===== src/rtl/bridge_softstart_sequencer.sv =====
// Soft-start sequencer for the H-bridge half-period: ramps o_period toward a clamped target and latches OV/OC faults.
// Latency: every output is registered, and any decision appears on the next edge. No backpressure; the ramp advances one step per STEP_DIV cycles.
// Optional soft stop is enabled by defining BRIDGE_SOFT_STOP_EN. When it is undefined, a disable goes straight to IDLE.
module bridge_softstart_sequencer #(
    parameter int unsigned PERIOD_START = 500,
    parameter int unsigned PERIOD_MIN   = 50,
    parameter int unsigned PERIOD_STEP  = 1,
    parameter int unsigned STEP_DIV     = 100000,
    parameter logic [7:0]  OV_LIMIT     = 8'd160,
    parameter logic [7:0]  OC_LIMIT     = 8'd200
) (
    input  logic        i_clock,
    input  logic        i_reset,
    input  logic        i_enable,
    input  logic [31:0] i_target_period,
    input  logic [7:0]  i_vbat,
    input  logic [7:0]  i_ibat,
    input  logic        i_sample_valid,
    input  logic        i_fault_clear,
    output logic [31:0] o_period,
    output logic        o_bridge_en,
    output logic [2:0]  o_state,
    output logic        o_fault,
    output logic [1:0]  o_fault_code,
    output logic        o_ramp_done
);

    typedef enum logic [2:0] {
        S_IDLE  = 3'd0,
        S_RAMP  = 3'd1,
        S_RUN   = 3'd2,
        S_STOP  = 3'd3,
        S_FAULT = 3'd4
    } state_t;

    localparam logic [31:0] P_START = 32'(PERIOD_START);
    localparam logic [31:0] P_MIN   = 32'(PERIOD_MIN);
    localparam logic [31:0] P_STEP  = 32'(PERIOD_STEP);
    localparam logic [31:0] DIV_M1  = 32'(STEP_DIV - 1);

    state_t      state_q, state_d;
    logic [31:0] period_q, period_d;
    logic [31:0] cnt_q, cnt_d;
    logic        bridge_en_q, bridge_en_d;
    logic        fault_q, fault_d;
    logic [1:0]  fault_code_q, fault_code_d;
    logic        ramp_done_q, ramp_done_d;

    logic [31:0] target;
    logic [1:0]  new_bits;
    logic [1:0]  code_acc;
    logic        tick;
    logic        go_off;
    logic [31:0] nxt_period;

    // One rate-limited step from cur toward tgt; lands exactly when close enough.
    function automatic logic [31:0] step_toward(input logic [31:0] cur, input logic [31:0] tgt);
        logic [31:0] r;
        if (cur > tgt) begin
            r = ((cur - tgt) <= P_STEP) ? tgt : (cur - P_STEP);
        end else if (cur < tgt) begin
            r = ((tgt - cur) <= P_STEP) ? tgt : (cur + P_STEP);
        end else begin
            r = cur;
        end
        return r;
    endfunction

    always_comb begin
        if (i_target_period < P_MIN) begin
            target = P_MIN;
        end else if (i_target_period > P_START) begin
            target = P_START;
        end else begin
            target = i_target_period;
        end
    end

    assign new_bits = {i_sample_valid && (i_ibat > OC_LIMIT),
                       i_sample_valid && (i_vbat > OV_LIMIT)};
    assign code_acc = fault_code_q | new_bits;
    assign tick     = (cnt_q == DIV_M1);

    always_comb begin
        state_d      = state_q;
        period_d     = period_q;
        bridge_en_d  = bridge_en_q;
        fault_d      = fault_q;
        fault_code_d = fault_code_q;
        ramp_done_d  = ramp_done_q;
        go_off       = 1'b0;
        nxt_period   = period_q;

        case (state_q)
            S_IDLE: begin
                period_d = P_START;
                if (i_enable) begin
                    state_d     = S_RAMP;
                    bridge_en_d = 1'b1;
                end
            end
            S_RAMP: begin
                if (!i_enable) begin
                    go_off = 1'b1;
                end else begin
                    nxt_period = tick ? step_toward(period_q, target) : period_q;
                    period_d   = nxt_period;
                    if (nxt_period == target) begin
                        state_d     = S_RUN;
                        ramp_done_d = 1'b1;
                    end
                end
            end
            S_RUN: begin
                if (!i_enable) begin
                    go_off = 1'b1;
                end else if (target != period_q) begin
                    state_d     = S_RAMP;
                    ramp_done_d = 1'b0;
                end
            end
`ifdef BRIDGE_SOFT_STOP_EN
            S_STOP: begin
                if (i_enable) begin
                    state_d = S_RAMP;
                end else if (tick) begin
                    nxt_period = step_toward(period_q, P_START);
                    period_d   = nxt_period;
                    if (nxt_period == P_START) begin
                        state_d     = S_IDLE;
                        bridge_en_d = 1'b0;
                    end
                end
            end
`endif
            S_FAULT: begin
                fault_code_d = code_acc;
                // A fresh trip in the same cycle as the acknowledge keeps the fault latched.
                if (i_fault_clear && !i_enable && (new_bits == 2'b00)) begin
                    state_d      = S_IDLE;
                    fault_d      = 1'b0;
                    fault_code_d = 2'b00;
                end
            end
            default: begin
                state_d     = S_IDLE;
                period_d    = P_START;
                bridge_en_d = 1'b0;
                ramp_done_d = 1'b0;
            end
        endcase

        if (go_off) begin
            ramp_done_d = 1'b0;
`ifdef BRIDGE_SOFT_STOP_EN
            state_d     = S_STOP;
`else
            state_d     = S_IDLE;
            bridge_en_d = 1'b0;
            period_d    = P_START;
`endif
        end

        // Fault entry overrides every other decision made this cycle.
        if ((state_q != S_FAULT) && (code_acc != 2'b00)) begin
            state_d      = S_FAULT;
            bridge_en_d  = 1'b0;
            period_d     = P_START;
            ramp_done_d  = 1'b0;
            fault_d      = 1'b1;
            fault_code_d = code_acc;
        end

        if ((state_d != state_q) || tick) begin
            cnt_d = 32'd0;
        end else begin
            cnt_d = cnt_q + 32'd1;
        end
    end

    always_ff @(posedge i_clock) begin
        if (i_reset) begin
            state_q      <= S_IDLE;
            period_q     <= P_START;
            cnt_q        <= 32'd0;
            bridge_en_q  <= 1'b0;
            fault_q      <= 1'b0;
            fault_code_q <= 2'b00;
            ramp_done_q  <= 1'b0;
        end else begin
            state_q      <= state_d;
            period_q     <= period_d;
            cnt_q        <= cnt_d;
            bridge_en_q  <= bridge_en_d;
            fault_q      <= fault_d;
            fault_code_q <= fault_code_d;
            ramp_done_q  <= ramp_done_d;
        end
    end

    assign o_state      = state_q;
    assign o_period     = period_q;
    assign o_bridge_en  = bridge_en_q;
    assign o_fault      = fault_q;
    assign o_fault_code = fault_code_q;
    assign o_ramp_done  = ramp_done_q;

endmodule


===== config.mk =====
export PLATFORM = sky130hd
export DESIGN_NAME = bridge_softstart_sequencer
export DESIGN_NICKNAME = d
export VERILOG_FILES = /design/src/rtl/bridge_softstart_sequencer.sv
export SDC_FILE = /design/constraint.sdc
export NUM_CORES = 1
export LEC_CHECK = 0
export ABC_AREA = 1
export CORE_MARGIN = 3
export CORE_UTILIZATION = 35
export CTS_CLUSTER_SIZE = 24
export DETAILED_ROUTE_END_ITERATION = 7
export PLACE_DENSITY = 0.67
export SYNTH_ARGS = -nofsm -noshare
export SYNTH_HDL_FRONTEND = slang
export SYNTH_SLANG_ARGS = --single-unit
export TNS_END_PERCENT = 1

===== constraint.sdc =====
create_clock -name i_clock -period 6.3 [get_ports i_clock]
set_input_delay 1.575 -clock i_clock [delete_from_list [all_inputs] [get_ports i_clock]]
set_output_delay 1.575 -clock i_clock [all_outputs]
set_load 0.03 [all_outputs]

==> results.ini <==
[worst_setup_path]
critical_path.most_common_cell=sky130_fd_sc_hd__nand2_1
start_kind=input port
worstPathArrival_ns=7.04
reg2reg_setup_slack_ns=0.77
crit_required_ns=6.57
path_class=input port to flop
crit_path_max_incr_delay_ns=0.45
crit_path_top_delay_cell=sky130_fd_sc_hd__clkdlybuf4s50_1
timing.critical_path.to_type=flop
cp_max_fo=7

[synthesis]
synth.lib_cells_used.distinct=62
synth.top_cells.by_area=sky130_fd_sc_hd__nand2_1 (17%), sky130_fd_sc_hd__dfxtp_1 (13%), sky130_fd_sc_hd__inv_1 (8.8%)
synth_top_area_share_pct=17.19
synthSimpleGateAreaFrac_pct=45.08
share_of_synthesized_area_spent_on_multiplexers_pct=0
synthAdderAreaFrac_pct=7.425
synthesis.yosys.warnings=0
post_synth_instance_area_mm2=0.01116
synth.avg_cell_area_um2=5.674
yosysSeqAreaShare_pct=12.92
postSynth.asyncResetShare_pct=0
synth_compound_gate_area_share_pct=14.63
synth-xor-area-share_pct=7.380
ys_dominant_reg_cell=sky130_fd_sc_hd__dfxtp_1
synthesized_netlist_cell_count=1966
number_of_synthesized_register_bits=72
largest_family_of_logic_cells_by_synthesized_area=simple AND/OR/NAND/NOR gates
synthDominantAreaCellType=sky130_fd_sc_hd__nand2_1
synth_edf_count=0

[placed_design]
port_buffers=92
dp_hpwl_um=38020
last_weighted_congestion_value_of_the_routability_driven_placer=1.008

[timing]
worst-slew-pin-transition_ns=1.155
fmax_mhz=147.8
timing_hold_violations_final=0
clock_tree_skew_after_final_layout_ns=0.009130
fin_hold_ws_ns=0.4499
slew-limit-headroom_pct=22.94
period_needed_ns=6.765
part_of_the_cycle_the_worst_path_needs_pct=107.4
final-setup-viol-count=35
timing_max_transition_violations_final=0
layout_setup_ws_ns=-0.4652
final.setup.tns_ns=-14.91
rsz0062_at_grt=true

[clock_network]
worst_setup_hold_path_clk_slew_ns=0.06
cts_root_buf=sky130_fd_sc_hd__clkbuf_16
worst_skew_pair.late_latency_ns=0.35
tritoncts.num_buffers=9
cts_tree=built
post_cts_hold_buffer_count=0
tritoncts_num_sinks=72
clock_path_buffers=2
htreeDepth=3

[detailed_routing]
detailedRoute.firstPassIterationCount=6
drc=0
detailroute.via_count=13979
initialDrtViolationCount=1259
postRouteAntennaNets=0
drt-total-wl_um=47250
routed_wire_length_per_instance_um=17.65
avgViaCountPerCell=5.222

[grt]
grt_antenna_before_repair=0
global_route.peak_usage_layer=met2
met1_usage_pct=35.60
global_route_wire_length_before_repair_um=72260
first_global_vias=13370
grt_overflow_total=0
grt_util_met2_pct=45.16
grt_util_all_layers_pct=26.93
use_met3_pct=3.493
grt_start_max_net_pins=32

[floorplan]
design.die.area_mm2=0.03405
fp.dieH_um=184.5
die_w_um=184.5
rows=64
core_area_mm2=0.03099
start_util_pct=36.00
io_pins=93

[power]
design_power_total_mw=1.910
ir_drop_v=0.0001675
pwr_density_cell_mw_per_mm2=125.7
power.leakage_nw=7.176

[cells_and_area]
n_antenna_cell=0
number_of_nets_in_the_final_layout=2395
area.growth.synth_to_final_pct=36.20
layout.core_utilization_pct=49.03
final_layout_size_suffix_gt1_share_pct=21.00

[min_path]
min_path_type=flop to flop

[run_status]
outcome=finished, violations left
failed_checks=negative setup slack

[job]
drv.max_cap_violation_count=0

[final timing paths]
path                      start        end  depth (start not counted)
max          i_target_period[8]  cnt_q[21]                         37
min                    cnt_q[0]   cnt_q[0]                          1
max reg2reg        o_period[18]  cnt_q[21]                         27
min reg2reg            cnt_q[0]   cnt_q[0]                          1
[flip-flops by register name, summed over array words and instances, names as in the netlist]
signal / flops
o_bridge_en: 1
o_fault: 1
o_fault_code: 2
o_state: 3
o_ramp_done: 1
o_period: 32
cnt_q: 32
[cell families (layout without fill, tap and decap cells)]
group / after synthesis / count (layout)
buf+inv: 345 / 620
xor+xnor: 94 / 94
other cells: 2 / 42
simple gates: 1101 / 1101
flops: 72 / 72
fa+ha+maj: 65 / 65
compound gates: 287 / 287
[metal layers]
metal	up-vias	wire length (um)
met2	523	22200
met3	97	3440
li1	6902	-
met1	6457	20000
met5	-	0
met4	0	1601
[Yosys cell counts (18+ instances only)]
cell,count
sky130_fd_sc_hd__a21oi_1,134
sky130_fd_sc_hd__clkbuf_1,35
sky130_fd_sc_hd__dfxtp_1,72
sky130_fd_sc_hd__ha_1,63
sky130_fd_sc_hd__inv_1,262
sky130_fd_sc_hd__inv_2,18
sky130_fd_sc_hd__nand2_1,511
sky130_fd_sc_hd__nand2_2,18
sky130_fd_sc_hd__nand3_1,145
sky130_fd_sc_hd__nand4_1,35
sky130_fd_sc_hd__nor2_1,234
sky130_fd_sc_hd__nor3_1,49
sky130_fd_sc_hd__nor3_2,41
sky130_fd_sc_hd__nor4_1,19
sky130_fd_sc_hd__o21ai_0,67
sky130_fd_sc_hd__o21ai_1,19
sky130_fd_sc_hd__xor2_1,88
[layout make-up]
class / count / area, um2
Clock inverter: 5 / 103.9
Fill cell: 3214 / 15800
Inverter: 283 / 1067
Tap cell: 396 / 495.5
Sequential cell: 72 / 1441
Timing Repair Buffer: 322 / 2805
Clock buffer: 10 / 239.0
Multi-Input combinational cell: 1589 / 9042
[stage by stage]
| stage | instances | area [um2] | setup WS, ns |
|---|---|---|---|
| 2_1_floorplan | 2006 | 11310 | 0.2593 |
| 3_3_place_gp | 2638 | 14040 | -1.156 |
| 3_5_place_dp | 2638 | 14040 | -1.189 |
| 4_1_cts | 2665 | 14740 | -0.3518 |
| 5_1_grt | 2677 | 15190 | -0.7999 |
| 6_report | 2677 | 15190 | -0.4652 |
[where the power goes]
group          total, mW  switching, mW  internal [mW]  leakage (nW)
clock              0.611          0.215          0.396         0.169
combinational      0.816          0.478          0.338          6.43
sequential         0.483         0.0173          0.465         0.582
[cells in the final DEF, fill, tap and decap left out, types with 17 or more instances in the layout]
cell type | Yosys | layout
sky130_fd_sc_hd__nand4_1 | 35 | 35
sky130_fd_sc_hd__ha_1 | 63 | 55
sky130_fd_sc_hd__buf_4 | 2 | 217
sky130_fd_sc_hd__nor3_2 | 41 | 39
sky130_fd_sc_hd__clkdlybuf4s50_1 | 0 | 91
sky130_fd_sc_hd__xor2_1 | 88 | 81
sky130_fd_sc_hd__a21oi_1 | 134 | 119
sky130_fd_sc_hd__nand2_1 | 511 | 487
sky130_fd_sc_hd__inv_2 | 18 | 22
sky130_fd_sc_hd__nand3_1 | 145 | 135
sky130_fd_sc_hd__nor3_1 | 49 | 48
sky130_fd_sc_hd__nor2_2 | 12 | 31
sky130_fd_sc_hd__inv_1 | 262 | 256
sky130_fd_sc_hd__nand2_2 | 18 | 40
sky130_fd_sc_hd__o21ai_0 | 67 | 63
sky130_fd_sc_hd__conb_1 | 2 | 42
sky130_fd_sc_hd__nor2_1 | 234 | 209
sky130_fd_sc_hd__nor4_1 | 19 | 17
sky130_fd_sc_hd__dfxtp_1 | 72 | 72
sky130_fd_sc_hd__o21ai_1 | 19 | 17
sky130_fd_sc_hd__a21oi_2 | 8 | 20
[critical path, delay by kind of cell]
kind	cells	cell delay (ns)
buffers and inverters	8	1.39
and+or+nand+nor	23	2.67
AOI/OAI and AO/OA	4	0.81
adders and majority gates	2	0.59
[timing repair]
action / 4_1_cts / 5_1_grt
cloned: 0 / 2
pin swaps: 22 / 56
setup endpoints to repair: 35 / 40
gates resized for setup: 61 / 80
buffers inserted: 12 / 10
(Power assumes the default switching activity.)
